**src/rtl/l1_data_ldst_align.sv**
```systemverilog
`default_nettype none
// ============================================================================
// Module   : l1_data_ldst_align
// Purpose  : Load/store front-end for the L1 data cache. Checks the alignment
//            of one execute command, places store data in its byte lanes,
//            holds the cache request until it is accepted, then extracts and
//            extends the load result for writeback.
// Revision : 1.0 - initial release
// ============================================================================
module l1_data_ldst_align #(
  parameter int P_ADDR_W = 32,
  parameter int P_DATA_W = 32   // lane logic assumes exactly 4 byte lanes
) (
  input  logic                iCLOCK,
  input  logic                inRESET,
  input  logic                iREMOVE,
  input  logic                iEXE_REQ,
  output logic                oEXE_BUSY,
  input  logic [1:0]          iEXE_ORDER,
  input  logic                iEXE_RW,
  input  logic                iEXE_SIGNED,
  input  logic [31:0]         iEXE_TID,
  input  logic [1:0]          iEXE_MMUMOD,
  input  logic [31:0]         iEXE_PDT,
  input  logic [P_ADDR_W-1:0] iEXE_ADDR,
  input  logic [P_DATA_W-1:0] iEXE_DATA,
  output logic                oLDST_REQ,
  input  logic                iLDST_BUSY,
  output logic [1:0]          oLDST_ORDER,
  output logic                oLDST_RW,
  output logic [31:0]         oLDST_TID,
  output logic [1:0]          oLDST_MMUMOD,
  output logic [31:0]         oLDST_PDT,
  output logic [P_ADDR_W-1:0] oLDST_ADDR,
  output logic [P_DATA_W-1:0] oLDST_DATA,
  input  logic                iLDST_VALID,
  input  logic [P_DATA_W-1:0] iLDST_DATA,
  output logic                oWB_VALID,
  output logic                oWB_RW,
  output logic                oWB_FAULT,
  output logic [P_DATA_W-1:0] oWB_DATA
);

  typedef enum logic [2:0] {
    S_IDLE  = 3'd0,
    S_REQ   = 3'd1,
    S_WAIT  = 3'd2,
    S_DONE  = 3'd3,
    S_DRAIN = 3'd4
  } state_t;

  state_t              state;
  logic [1:0]          order_q;
  logic                rw_q;
  logic                signed_q;
  logic [31:0]         tid_q;
  logic [1:0]          mmumod_q;
  logic [31:0]         pdt_q;
  logic [P_ADDR_W-1:0] addr_q;
  logic [P_DATA_W-1:0] lanes_q;
  logic                wb_rw_q;
  logic                wb_fault_q;
  logic [P_DATA_W-1:0] wb_data_q;

  logic                misaligned;
  logic [P_DATA_W-1:0] store_lanes;
  logic [7:0]          ld_byte;
  logic [15:0]         ld_half;
  logic [P_DATA_W-1:0] load_ext;

  // Alignment check of the incoming command; order 3 is always illegal.
  always_comb begin
    misaligned = 1'b0;
    case (iEXE_ORDER)
      2'd0:    misaligned = 1'b0;
      2'd1:    misaligned = iEXE_ADDR[0];
      2'd2:    misaligned = (iEXE_ADDR[1:0] != 2'd0);
      default: misaligned = 1'b1;
    endcase
  end

  // Shift right-justified store data into its byte lanes, unused lanes zero.
  always_comb begin
    store_lanes = '0;
    case (iEXE_ORDER)
      2'd0:    store_lanes = {24'd0, iEXE_DATA[7:0]} << {iEXE_ADDR[1:0], 3'b000};
      2'd1:    store_lanes = {16'd0, iEXE_DATA[15:0]} << {iEXE_ADDR[1], 4'b0000};
      default: store_lanes = iEXE_DATA;
    endcase
  end

  // Pick the addressed lane out of the returned word and extend it.
  always_comb begin
    ld_byte  = 8'd0;
    case (addr_q[1:0])
      2'd0:    ld_byte = iLDST_DATA[7:0];
      2'd1:    ld_byte = iLDST_DATA[15:8];
      2'd2:    ld_byte = iLDST_DATA[23:16];
      default: ld_byte = iLDST_DATA[31:24];
    endcase
    ld_half  = addr_q[1] ? iLDST_DATA[31:16] : iLDST_DATA[15:0];
    load_ext = iLDST_DATA;
    case (order_q)
      2'd0:    load_ext = {{24{signed_q & ld_byte[7]}}, ld_byte};
      2'd1:    load_ext = {{16{signed_q & ld_half[15]}}, ld_half};
      default: load_ext = iLDST_DATA;
    endcase
  end

  // Command FSM: latch, request, wait for completion, report, or drain on flush.
  always_ff @(posedge iCLOCK or negedge inRESET) begin
    if (!inRESET) begin
      state      <= S_IDLE;
      order_q    <= 2'd0;
      rw_q       <= 1'b0;
      signed_q   <= 1'b0;
      tid_q      <= 32'd0;
      mmumod_q   <= 2'd0;
      pdt_q      <= 32'd0;
      addr_q     <= '0;
      lanes_q    <= '0;
      wb_rw_q    <= 1'b0;
      wb_fault_q <= 1'b0;
      wb_data_q  <= '0;
    end else begin
      case (state)
        S_IDLE: begin
          if (!iREMOVE && iEXE_REQ) begin
            order_q  <= iEXE_ORDER;
            rw_q     <= iEXE_RW;
            signed_q <= iEXE_SIGNED;
            tid_q    <= iEXE_TID;
            mmumod_q <= iEXE_MMUMOD;
            pdt_q    <= iEXE_PDT;
            addr_q   <= iEXE_ADDR;
            lanes_q  <= store_lanes;
            if (misaligned) begin
              // Faulting command never reaches the cache.
              wb_rw_q    <= iEXE_RW;
              wb_fault_q <= 1'b1;
              wb_data_q  <= '0;
              state      <= S_DONE;
            end else begin
              state <= S_REQ;
            end
          end
        end
        S_REQ: begin
          // Completions arriving before acceptance are not ours; ignore them.
          if (iREMOVE)          state <= S_IDLE;
          else if (!iLDST_BUSY) state <= S_WAIT;
        end
        S_WAIT: begin
          if (iREMOVE) begin
            // A response in the flush cycle is the one we would have drained.
            state <= iLDST_VALID ? S_IDLE : S_DRAIN;
          end else if (iLDST_VALID) begin
            wb_rw_q    <= rw_q;
            wb_fault_q <= 1'b0;
            wb_data_q  <= rw_q ? load_ext : '0;
            state      <= S_DONE;
          end
        end
        S_DONE: begin
          state <= S_IDLE;
        end
        S_DRAIN: begin
          if (iLDST_VALID) state <= S_IDLE;
        end
        default: begin
          state <= S_IDLE;
        end
      endcase
    end
  end

  assign oEXE_BUSY    = (state != S_IDLE);
  assign oLDST_REQ    = (state == S_REQ) & ~iREMOVE;
  assign oLDST_ORDER  = order_q;
  assign oLDST_RW     = rw_q;
  assign oLDST_TID    = tid_q;
  assign oLDST_MMUMOD = mmumod_q;
  assign oLDST_PDT    = pdt_q;
  assign oLDST_ADDR   = addr_q;
  assign oLDST_DATA   = lanes_q;
  assign oWB_VALID    = (state == S_DONE) & ~iREMOVE;
  assign oWB_RW       = wb_rw_q;
  assign oWB_FAULT    = wb_fault_q;
  assign oWB_DATA     = wb_data_q;

endmodule
`default_nettype wire

```
**config.mk**
```make
export PLATFORM = sky130hd
export DESIGN_NAME = l1_data_ldst_align
export DESIGN_NICKNAME = d
export VERILOG_FILES = /design/src/rtl/l1_data_ldst_align.sv
export SDC_FILE = /design/constraint.sdc
export NUM_CORES = 1
export LEC_CHECK = 0
export ABC_AREA = 1
export ABC_CLOCK_PERIOD_IN_PS = 4200
export CORE_AREA = 2 2 134 136
export DETAILED_ROUTE_END_ITERATION = 12
export DIE_AREA = 0 0 136 138
export GPL_TIMING_DRIVEN = 1
export HOLD_SLACK_MARGIN = 0.1
export PLACE_DENSITY = 0.84
export SYNTH_ARGS = -nofsm -noshare
export SYNTH_HDL_FRONTEND = slang
export SYNTH_SLANG_ARGS = --single-unit
```
**constraint.sdc**
```tcl
create_clock -name iCLOCK -period 4.2 [get_ports iCLOCK]
set_input_delay 0.63 -clock iCLOCK [delete_from_list [all_inputs] [get_ports iCLOCK]]
set_output_delay 0.63 -clock iCLOCK [all_outputs]
set_load 0.02 [all_outputs]
```
==> impl_results.md, run 1 <==
- Vias in the first global route: roughly 7,700
- Max FO, Critical Path: 4
- Die Wd: between 100 and 150 microns
- Largest stage delay, worst path: 0.67 ns
- Post-route ant nets: 0
- Cell area after synthesis: 7646 sq um
- # fillers: around 1,400
- Die footprint: between 15,000 and 20,000 sq um
- Max-Cap Viols: 0
- Synth area leaders: dfrtp_1 (56%), nand2_1 (24%), nand3_1 (4.2%)
- Top-count cell post-synth: nand2_1
- Fin. max-slew vios: 0
- Power Density: 724.5 nW/um^2
- Register-to-register path setup slack: 1.68 ns
- Largest net degree at the start of global routing: 90
- Post-synth top area cell: dfrtp_1
- Reg-to-reg startpoint: oLDST_ADDR[1]$_DFFE_PN0P_
- Worst-case clock skew: 0.009631 ns
- Synth Register Bits: approximately 170
- Maximum VDD drop: slightly above 400 uV
- Final worst slack: 1.282 ns
- Worst path arrival time: 2.29 ns
- GPL Wtd Cong: ~0.9
- Syn Inst Count: 952
- Worst skew pair latency: between 0.4 and 0.5 ns
- Number of diodes: 0
- Deepest clock path buffer count: 2
- EDFF count, synth: 0
- Status: finished, final reports clean
- Pre-antenna DRT Iters: 5
- Final Cycle Share: 69.47%
- Cell count of the worst reg-to-reg path: 8
- Library cells used by synthesis: 30
- Drt via density: 5.152
- FFs w/ async S/R, synth: 100.0%
- Number of antenna violations at the first check in global routing: 1
- Top Family by Delay on Critical Path: buffers and inverters
- Final Hold Vio Count: 0
- Layout cell share with drive strength beyond 1: under 10%
- CTS sink count: 171
- CP Capture Type: primary output
- Wire per inst: roughly 17 microns
- Vias: slightly below 8,000
- RSZ-0062 raised after global routing: false
- CTS H-Tree Depth: 4
- Top cell type's share of synthesized area: 55.96%
- Critical Path RT: around 3.6 ns
- Peak Freq: between 0.3 and 0.4 GHz
- Top FF cell, synth: dfrtp_1
- Hold Path Class: in -> async
- Least-Margin Pin Slew: 0.9933 ns
- # DRC: 0
- Site row count: 49
- CP max-delay cell: clkdlybuf4s50_1
- # resized after CTS: 0
- Buffers & Inverters on Critical Path: 3
- CTS tree: built
- CP dominant cell by count: clkdlybuf4s50_1
- Setup TNS: 0 ns
- Synth cell count leaders: nand2_1 (483), dfrtp_1 (171), nand3_1 (64), o21ai_0 (52), inv_1 (36)
- Crit-path cells: clkdlybuf4s50_1 > inv_1 > nand2_1 > nor3_1 > clkdlybuf4s50_1
- Nets: 1,446
- Initial DRC Count: about 630
- Hold-fix buffers, CTS: 0
- Final setup vio count: 0
- Register Area: 4279 sq um
- Register area share after synthesis: 55.96%
- Synth-to-layout area growth: 54.36%
- Post-synth net total: 1,124
- Final WL: around 26,000 microns
- Reg2reg end: oWB_DATA[21]$_DFFE_PN0P_
- Post-route insts no fill: 1,516
- Starting density of the core: 43.61%
- Static Leakage: 0.005681 uW
- First-pass GRT wire length: 41,190 microns
- IO Pins: 342
- Rel. slew slack: between 30 and 40%
- Clk slew on worst S/H paths: 0.07 ns
- Final hold slack: 0.2612 ns
- Inserted Clock Buffers: 17
- Hpwl dp: 19,270 microns
- Number of buffers added on ports: 341
- Multi-input gate area: 2990 sq um
- # Post-CTS Setup Buffers: 0
- Core ar.: 17,530 sq um
- Total power: 8551 uW
- Dpl cells: 1,484
- Synth Warn #: 0
- Syn avg cell area: around 8.0 sq um
- Critical path type: in -> out
- Die H: roughly 140 microns
- Tmin final: 2.918 ns
- Pre-CTS WS: 1.083 ns
- Crit start category: input port
- Root Driver: clkbuf_16
- GRT Residual Overflow: 0
- GRT Resource Usage Total: 28.43%
## routing by layer
layer / wire length (microns) / global-route usage, %
met5: 13 / 0
met4: 860 / 10.42
met3: 2660 / 9.534
met2: 12760 / 46.52
met1: 10200 / 34.86
## report_power, final
group | internal [uW] | total, uW | switching (uW)
clock | 859 | 1540 | 678
sequential | 2340 | 2840 | 494
combinational | 1830 | 4180 | 2350
## cell families (layout without fill, tap and decap cells)
group / Yosys count / after routing / share of synthesized area, %
DFF: 171 / 171 / 55.96
buffers and inverters: 91 / 426 / 5.024
and+or+nand+nor: 593 / 593 / 32.04
AOI/OAI and AO/OA: 97 / 97 / 6.971
## per-stage QoR
stage | area [sq um] | util [%]
floorplan | 7646 | -
global placement | 11230 | 64.04
detailed placement | 11230 | 64.04
CTS | 11800 | 67.31
global route | 11800 | 67.31
finish | 11800 | 67.31
## worst max-delay path by stage
stage                             start                      end  cells past startpoint
final                           iREMOVE                oLDST_REQ                      5
after global routing       iEXE_ADDR[0]  oWB_DATA[3]$_DFFE_PN0P_                      9
after CTS                       iREMOVE                oLDST_REQ                      5
after detailed placement  iEXE_ORDER[1]  oWB_DATA[3]$_DFFE_PN0P_                     10
after global placement    iEXE_ORDER[1]  oWB_DATA[3]$_DFFE_PN0P_                     10
after floorplan                 iREMOVE                oLDST_REQ                      3
## cell type report
cell class | instances | share of cell area (%)
Sequential cell | 171 | 36.26
Timing Repair Buffer | 350 | 29.71
Multi-Input combinational cell | 690 | 25.34
Clock buffer | 21 | 3.901
Tap cell | 229 | 2.428
Inverter | 44 | 1.410
Clock inverter | 11 | 0.9541
## layout by cell type (no fill, tap or decap), drive strengths merged, types with 2 or more instances in the layout
cell | Yosys | final
a21oi | 25 | 25
a22oi | 9 | 9
buf | 32 | 10
clkbuf | 15 | 21
clkdlybuf4s50 | 0 | 340
clkinv | 2 | 6
clkinvlp | 0 | 3
dfrtp | 171 | 171
inv | 42 | 45
nand2 | 485 | 485
nand3 | 68 | 68
nand4 | 9 | 9
nor2 | 13 | 13
nor3 | 2 | 2
o211ai | 6 | 6
o21ai | 54 | 54
or2 | 15 | 15
## registers in the layout, indices dropped and copies added (netlist names)
signal and count:
oLDST_ADDR 32, oLDST_DATA 32, oLDST_MMUMOD 2, oLDST_ORDER 2, oLDST_PDT 32, oLDST_RW 1
oLDST_TID 32, oWB_DATA 32, oWB_FAULT 1, oWB_RW 1, signed_q 1, state 3
## worst reg2reg max path: cells and delay by family, from the launching register on
kind | cells | cell delay (ns)
DFF | 1 | 0.99
buffers and inverters | 1 | 0.20
and+or+nand+nor | 7 | 1.27
Power figures use the tool's default switching activity.
==> inputs of run 2 (changes only) <==
- ABC_CLOCK_PERIOD_IN_PS: 4200 -> 2610
- CORE_AREA: 2 2 134 136 -> 2 2 145 147
- DIE_AREA: 0 0 136 138 -> 0 0 147 149
- PLACE_DENSITY: 0.84 -> 0.76
- clock period: 4.2 -> 2.61 ns (I/O delays scaled with it)
==> impl_results.md, run 2 (synthesis results as in run 1) <==
- Status: finished, final reports clean
- Vias in the first global route: ~7,300
- Worst-case clock skew: 0.01142 ns
- Hold-fix buffers, CTS: 1
- Vias: 7,668
- RSZ-0062 raised after global routing: false
- Number of antenna violations at the first check in global routing: 2
- Max FO, Critical Path: 20
- Initial DRC Count: 412
- Nets: 1,457
- Root Driver: clkbuf_16
- Static Leakage: 0.005750 uW
- Site row count: 53
- CTS tree: built
- CTS sink count: 171
- # DRC: 0
- Max-Cap Viols: 0
- Maximum VDD drop: 556.8 uV
- Critical Path RT: 2.22 ns
- Worst path arrival time: 1.98 ns
- Deepest clock path buffer count: 2
- Final hold slack: around 0.48 ns
- GRT Residual Overflow: 0
- Rel. slew slack: 56.67%
- Least-Margin Pin Slew: approximately 0.65 ns
- Tmin final: 2.367 ns
- Pre-antenna DRT Iters: 5
- Hold Path Cell Cnt: 2
- Cell count of the worst reg-to-reg path: 7
- Final WL: ~26,000 microns
- IO Pins: 342
- Reg2reg end: oWB_DATA[25]$_DFFE_PN0P_
- Wire per inst: 16.84 microns
- Critical path type: reg -> out
- Peak Freq: 0.4224 GHz
- Total power: 13,770 uW
- Most common cell after layout, fill and taps aside: nand2_1
- Post-route ant nets: 0
- Core ar.: 20,560 sq um
- Reg-to-reg startpoint: oLDST_ORDER[1]$_DFFE_PN0P_
- Most frequent cells in the layout: nand2_1 (483), clkdlybuf4s50_1 (340), dfrtp_1 (171)
- Crit start category: register
- GPL Wtd Cong: slightly above 0.9
- Die footprint: 21,900 sq um
- Setup TNS: 0 ns
- Drt via density: around 4.9
- First-pass GRT wire length: 40,640 microns
- Die Wd: 147 microns
- Starting density of the core: 37.19%
- CTS H-Tree Depth: 4
- Worst skew pair latency: 0.42 ns
- Final Cycle Share: 90.70%
- CP Capture Type: primary output
- Hold path endpoint: oLDST_ADDR[7]$_DFFE_PN0P_
- Register-to-register path setup slack: roughly 0.60 ns
- Hold Path Class: reg -> reg
- Layout cell share with drive strength beyond 1: 6.554%
- Power Density: between 1000 and 1500 nW/um^2
- # fillers: 1,828
- Worst setup path start: oLDST_ADDR[1]$_DFFE_PN0P_
- Clk slew on worst S/H paths: 0.07 ns
- Hpwl dp: 19,570 microns
- Number of buffers added on ports: around 340
- Hold_sp: oLDST_ADDR[7]$_DFFE_PN0P_
- # Post-CTS Setup Buffers: 0
- Final setup vio count: 0
- Final Hold Vio Count: 0
- Die H: 149 microns
- Synth-to-layout area growth: 56.78%
- Fin. max-slew vios: 0
- # resized after CTS: 0
- Inserted Clock Buffers: 17
- Largest net degree at the start of global routing: 73
- GRT Resource Usage Total: 23.98%
-- run 2: cell count changes in the layout (fill, tap and decap cells not counted), moves of 2 or more --
cell	before	now
buf_12	2	6
buf_4	7	13
clkbuf_1	2	0
clkinv_4	3	1
inv_6	2	4
-- run 2: stage by stage --
stage          util, %  cells  setup slack (ns)  instance area (sq um)
3_3_place_gp     55.53   1540            0.2309                  11410
3_5_place_dp     55.53   1540            0.2539                  11410
2_1_floorplan        -    952            0.9890                   7646
6_report         58.31   1573            0.2427                  11990
5_1_grt          58.31   1573            0.1483                  11990
4_1_cts          58.30   1572            0.2435                  11990
-- run 2: worst max-delay path, cell delays in order (launching register included) --
cell             delay, ns
dfrtp_1               0.62
buf_4                 0.31
clkdlybuf4s50_1       0.63
-- run 2: worst max-delay path by stage --
stage	end	slack [ns]	cells past startpoint
after floorplan	state[0]$_DFFE_PN0P_	0.99	8
after global placement	oLDST_REQ	0.23	5
after detailed placement	oLDST_REQ	0.25	5
after CTS	oLDST_ADDR[1]	0.24	2
after global routing	oLDST_ADDR[1]	0.15	2
final	oLDST_ADDR[1]	0.24	2
-- run 2: power breakdown --
part	switching [uW]	internal [uW]	leakage, uW	total, uW
clock	1140	1300	0.000273	2440
combinational	3790	3020	0.00329	6810
sequential	751	3770	0.00219	4520
total	5690	8090	0.00575	13800
-- run 2: area by class of cell --
type / instances / area [sq um] / share of cell area (%)
Sequential cell: 171 / 4279 / 35.70
Timing Repair Buffer: 361 / 3642 / 30.38
Multi-Input combinational cell: 690 / 2993 / 24.97
Clock buffer: 19 / 452.9 / 3.778
Tap cell: 275 / 344.1 / 2.870
Inverter: 44 / 166.4 / 1.388
Clock inverter: 12 / 107.6 / 0.8976
Antenna cell: 1 / 2.502 / 0.02087
-- run 2: per-layer routing --
layer | vias up | wire, microns | global-route usage (%)
met2 | 345 | 12970 | 40.23
met3 | 31 | 2039 | 6.391
met1 | 3617 | 11010 | 30.74
met5 | - | 13 | 0
li1 | 3673 | - | -
met4 | 2 | 460 | 6.971
==> inputs of run 3 (changes only) <==
- ABC_CLOCK_PERIOD_IN_PS: 2610 -> 2500
- CORE_AREA: 2 2 145 147 -> 2 2 138 140
- DIE_AREA: 0 0 147 149 -> 0 0 140 142
- GPL_TIMING_DRIVEN: 1 -> 0
- PLACE_DENSITY: 0.76 -> 0.8
- clock period: 2.61 -> 2.5 ns (I/O delays scaled with it)
==> impl_results.md, run 3 (synthesis results as in run 1) <==
- Critical path type: in -> out
- Buffers & Inverters on Critical Path: 3
- Least-Margin Pin Slew: 0.6216 ns
- Final worst slack: 0.3146 ns
- Most common cell after layout, fill and taps aside: nand2_1
- Dpl cells: between 1,500 and 2,000
- Clk slew on worst S/H paths: 0.07 ns
- Final setup vio count: 0
- Pre-CTS WS: 0.09409 ns
- CP Capture Type: primary output
- Vias in the first global route: around 7,500
- CP dominant cell by count: clkdlybuf4s50_1
- Status: complete, but fails checks
- Nets: 1,486
- CTS sink count: 171
- Failing checks: design-rule violations
- Post-route insts no fill: 1,561
- Number of antenna violations at the first check in global routing: 0
- Static Leakage: 0.005816 uW
- Combinational share of power: 49.6%
- Maximum VDD drop: 833.4 uV
- Max-Cap Viols: 0
- Most frequent cells in the layout: nand2_1 (483), clkdlybuf4s50_1 (339), dfrtp_1 (171)
- Pre-antenna DRT Iters: 13
- Synth-to-layout area growth: 57.11%
- Power Density: 1221 nW/um^2
- Core ar.: 18,460 sq um
- Crit start category: input port
- CTS tree: built
- Initial DRC Count: 541
- GRT Residual Overflow: 0
- CTS H-Tree Depth: 4
- CP max-delay cell: clkdlybuf4s50_1
- Die H: roughly 140 microns
- Largest stage delay, worst path: 0.63 ns
- Die footprint: 19,880 sq um
- RSZ-0062 raised after global routing: false
- Site row count: 50
- Final Cycle Share: ~87%
- Reg2reg end: oWB_DATA[22]$_DFFE_PN0P_
- First-pass GRT wire length: 42,170 microns
- Cell count of the worst reg-to-reg path: 9
- Sequential share of power: 31.6%
- Peak Freq: 0.4576 GHz
- Vias: 7,749
- Root Driver: clkbuf_16
- Top Family by Delay on Critical Path: buffers and inverters
- Hold Path Class: in -> reg
- Register-to-register path setup slack: 0.62 ns
- IO Pins: 342
- CP endpoint: oWB_VALID
- Die Wd: 140 microns
- # DRC: 19
- GPL Wtd Cong: approximately 0.92
- Final Hold Vio Count: 0
- Final WL: about 27,000 microns
- Layout cell share with drive strength beyond 1: under 10%
- Levels on crit path: 5
- Fin. max-slew vios: 0
- Drt via density: 4.964
- Number of diodes: 0
- Max FO, Critical Path: 4
- Post-route ant nets: 0
- Int Pwr: about 8700 uW
- Hpwl dp: 21,070 microns
- Wire per inst: 17.61 microns
- Critical Path RT: 2.12 ns
- Inserted Clock Buffers: 17
- Rel. slew slack: 58.28%
- GRT Resource Usage Total: 27.71%
- Worst setup path start: iREMOVE
- Hold Path Cell Cnt: 3
- Worst path arrival time: ~1.8 ns
- Number of buffers added on ports: 341
- Reg-to-reg startpoint: oLDST_ORDER[1]$_DFFE_PN0P_
- # Post-CTS Setup Buffers: 0
- Setup TNS: 0 ns
- Worst skew pair latency: 0.44 ns
- Starting density of the core: 41.43%
- Switch share: 41.04%
- Tmin final: 2.185 ns
- Deepest clock path buffer count: 2
- Crit-path cells: clkdlybuf4s50_1 > inv_1 > nand2_1 > nor3_1 > clkdlybuf4s50_1
- Clock power share: between 10% and 20%
- Largest net degree at the start of global routing: 93
- Fin util: around two thirds
- Worst-case clock skew: about 0.018 ns
- Switch Pwr: 6021 uW
[run 3: cell types whose count changed in the layout (fill, tap and decap cells not counted), moves of 2 or more]
cell and change:
bufinv_16 +2, clkbuf_1 +15, buf_1 +9, buf_12 -6
buf_4 -10, buf_2 +19
[run 3: how the worst min path moves through the flow]
stage                             startpoint                    endpoint  slack [ns]
CTS                            iEXE_ADDR[28]  oLDST_ADDR[28]$_DFFE_PN0P_        0.45
floorplan                            inRESET   oLDST_ADDR[0]$_DFFE_PN0P_        0.08
finish                         iEXE_ADDR[28]  oLDST_ADDR[28]$_DFFE_PN0P_        0.47
detailed placement                   inRESET  oLDST_ADDR[21]$_DFFE_PN0P_        0.41
global route                     iEXE_PDT[2]    oLDST_PDT[2]$_DFFE_PN0P_        0.45
global placement    oLDST_PDT[6]$_DFFE_PN0P_    oLDST_PDT[6]$_DFFE_PN0P_        0.46
[run 3: per-layer routing]
metal,vias up,global-route usage [%],wire length (microns)
met5,-,0,0
met4,0,9.304,813
met3,55,9.051,2203
met2,330,46.38,13610
met1,3632,34.12,10860
li1,3732,-,-
[run 3: worst reg2reg max path, cell delays in order (launching register included)]
cell	delay [ns]
dfrtp_1	0.41
buf_2	0.20
inv_2	0.18
nand2_2	0.18
a21oi_2	0.22
nand3_4	0.17
nand3_4	0.16
buf_6	0.15
nand3_1	0.10
nand2_1	0.07
[run 3: timing repair]
item                                    4_1_cts  5_1_grt
gates resized for setup                       0        1
hold buffers                                  1        0
endpoints found under the hold margin        79        0
endpoints found under the setup margin        0        1
[run 3: power by group through the flow]
stage               Combinational, uW  Clock, uW  Sequential (uW)
detailed placement               7300          0             4660
CTS                              7320       2820             4640
floorplan                        2290          0             6020
global route                     7830       2930             4780
finish                           7280       2750             4640
global placement                 7190          0             4640
[run 3: cell type report]
| cell class | count | area, sq um |
|---|---|---|
| fillers | 1528 | 6442 |
| flip-flops and latches | 171 | 4279 |
| repair buffers | 343 | 3458 |
| multi-input cells | 690 | 2983 |
| clock buffers | 18 | 439.2 |
| well taps | 234 | 292.8 |
| plain buffers | 47 | 219.0 |
| clock inverters | 14 | 176.4 |
| inverters | 44 | 165.2 |
[run 3: stage by stage]
stage	hold WS (ns)	cell area, sq um	power, uW
floorplan	0.07941	7646	8308
global placement	0.4609	11350	11830
detailed placement	0.4095	11380	11950
CTS	0.4521	12010	14780
global route	0.4493	12010	15540
finish	0.4700	12010	14670
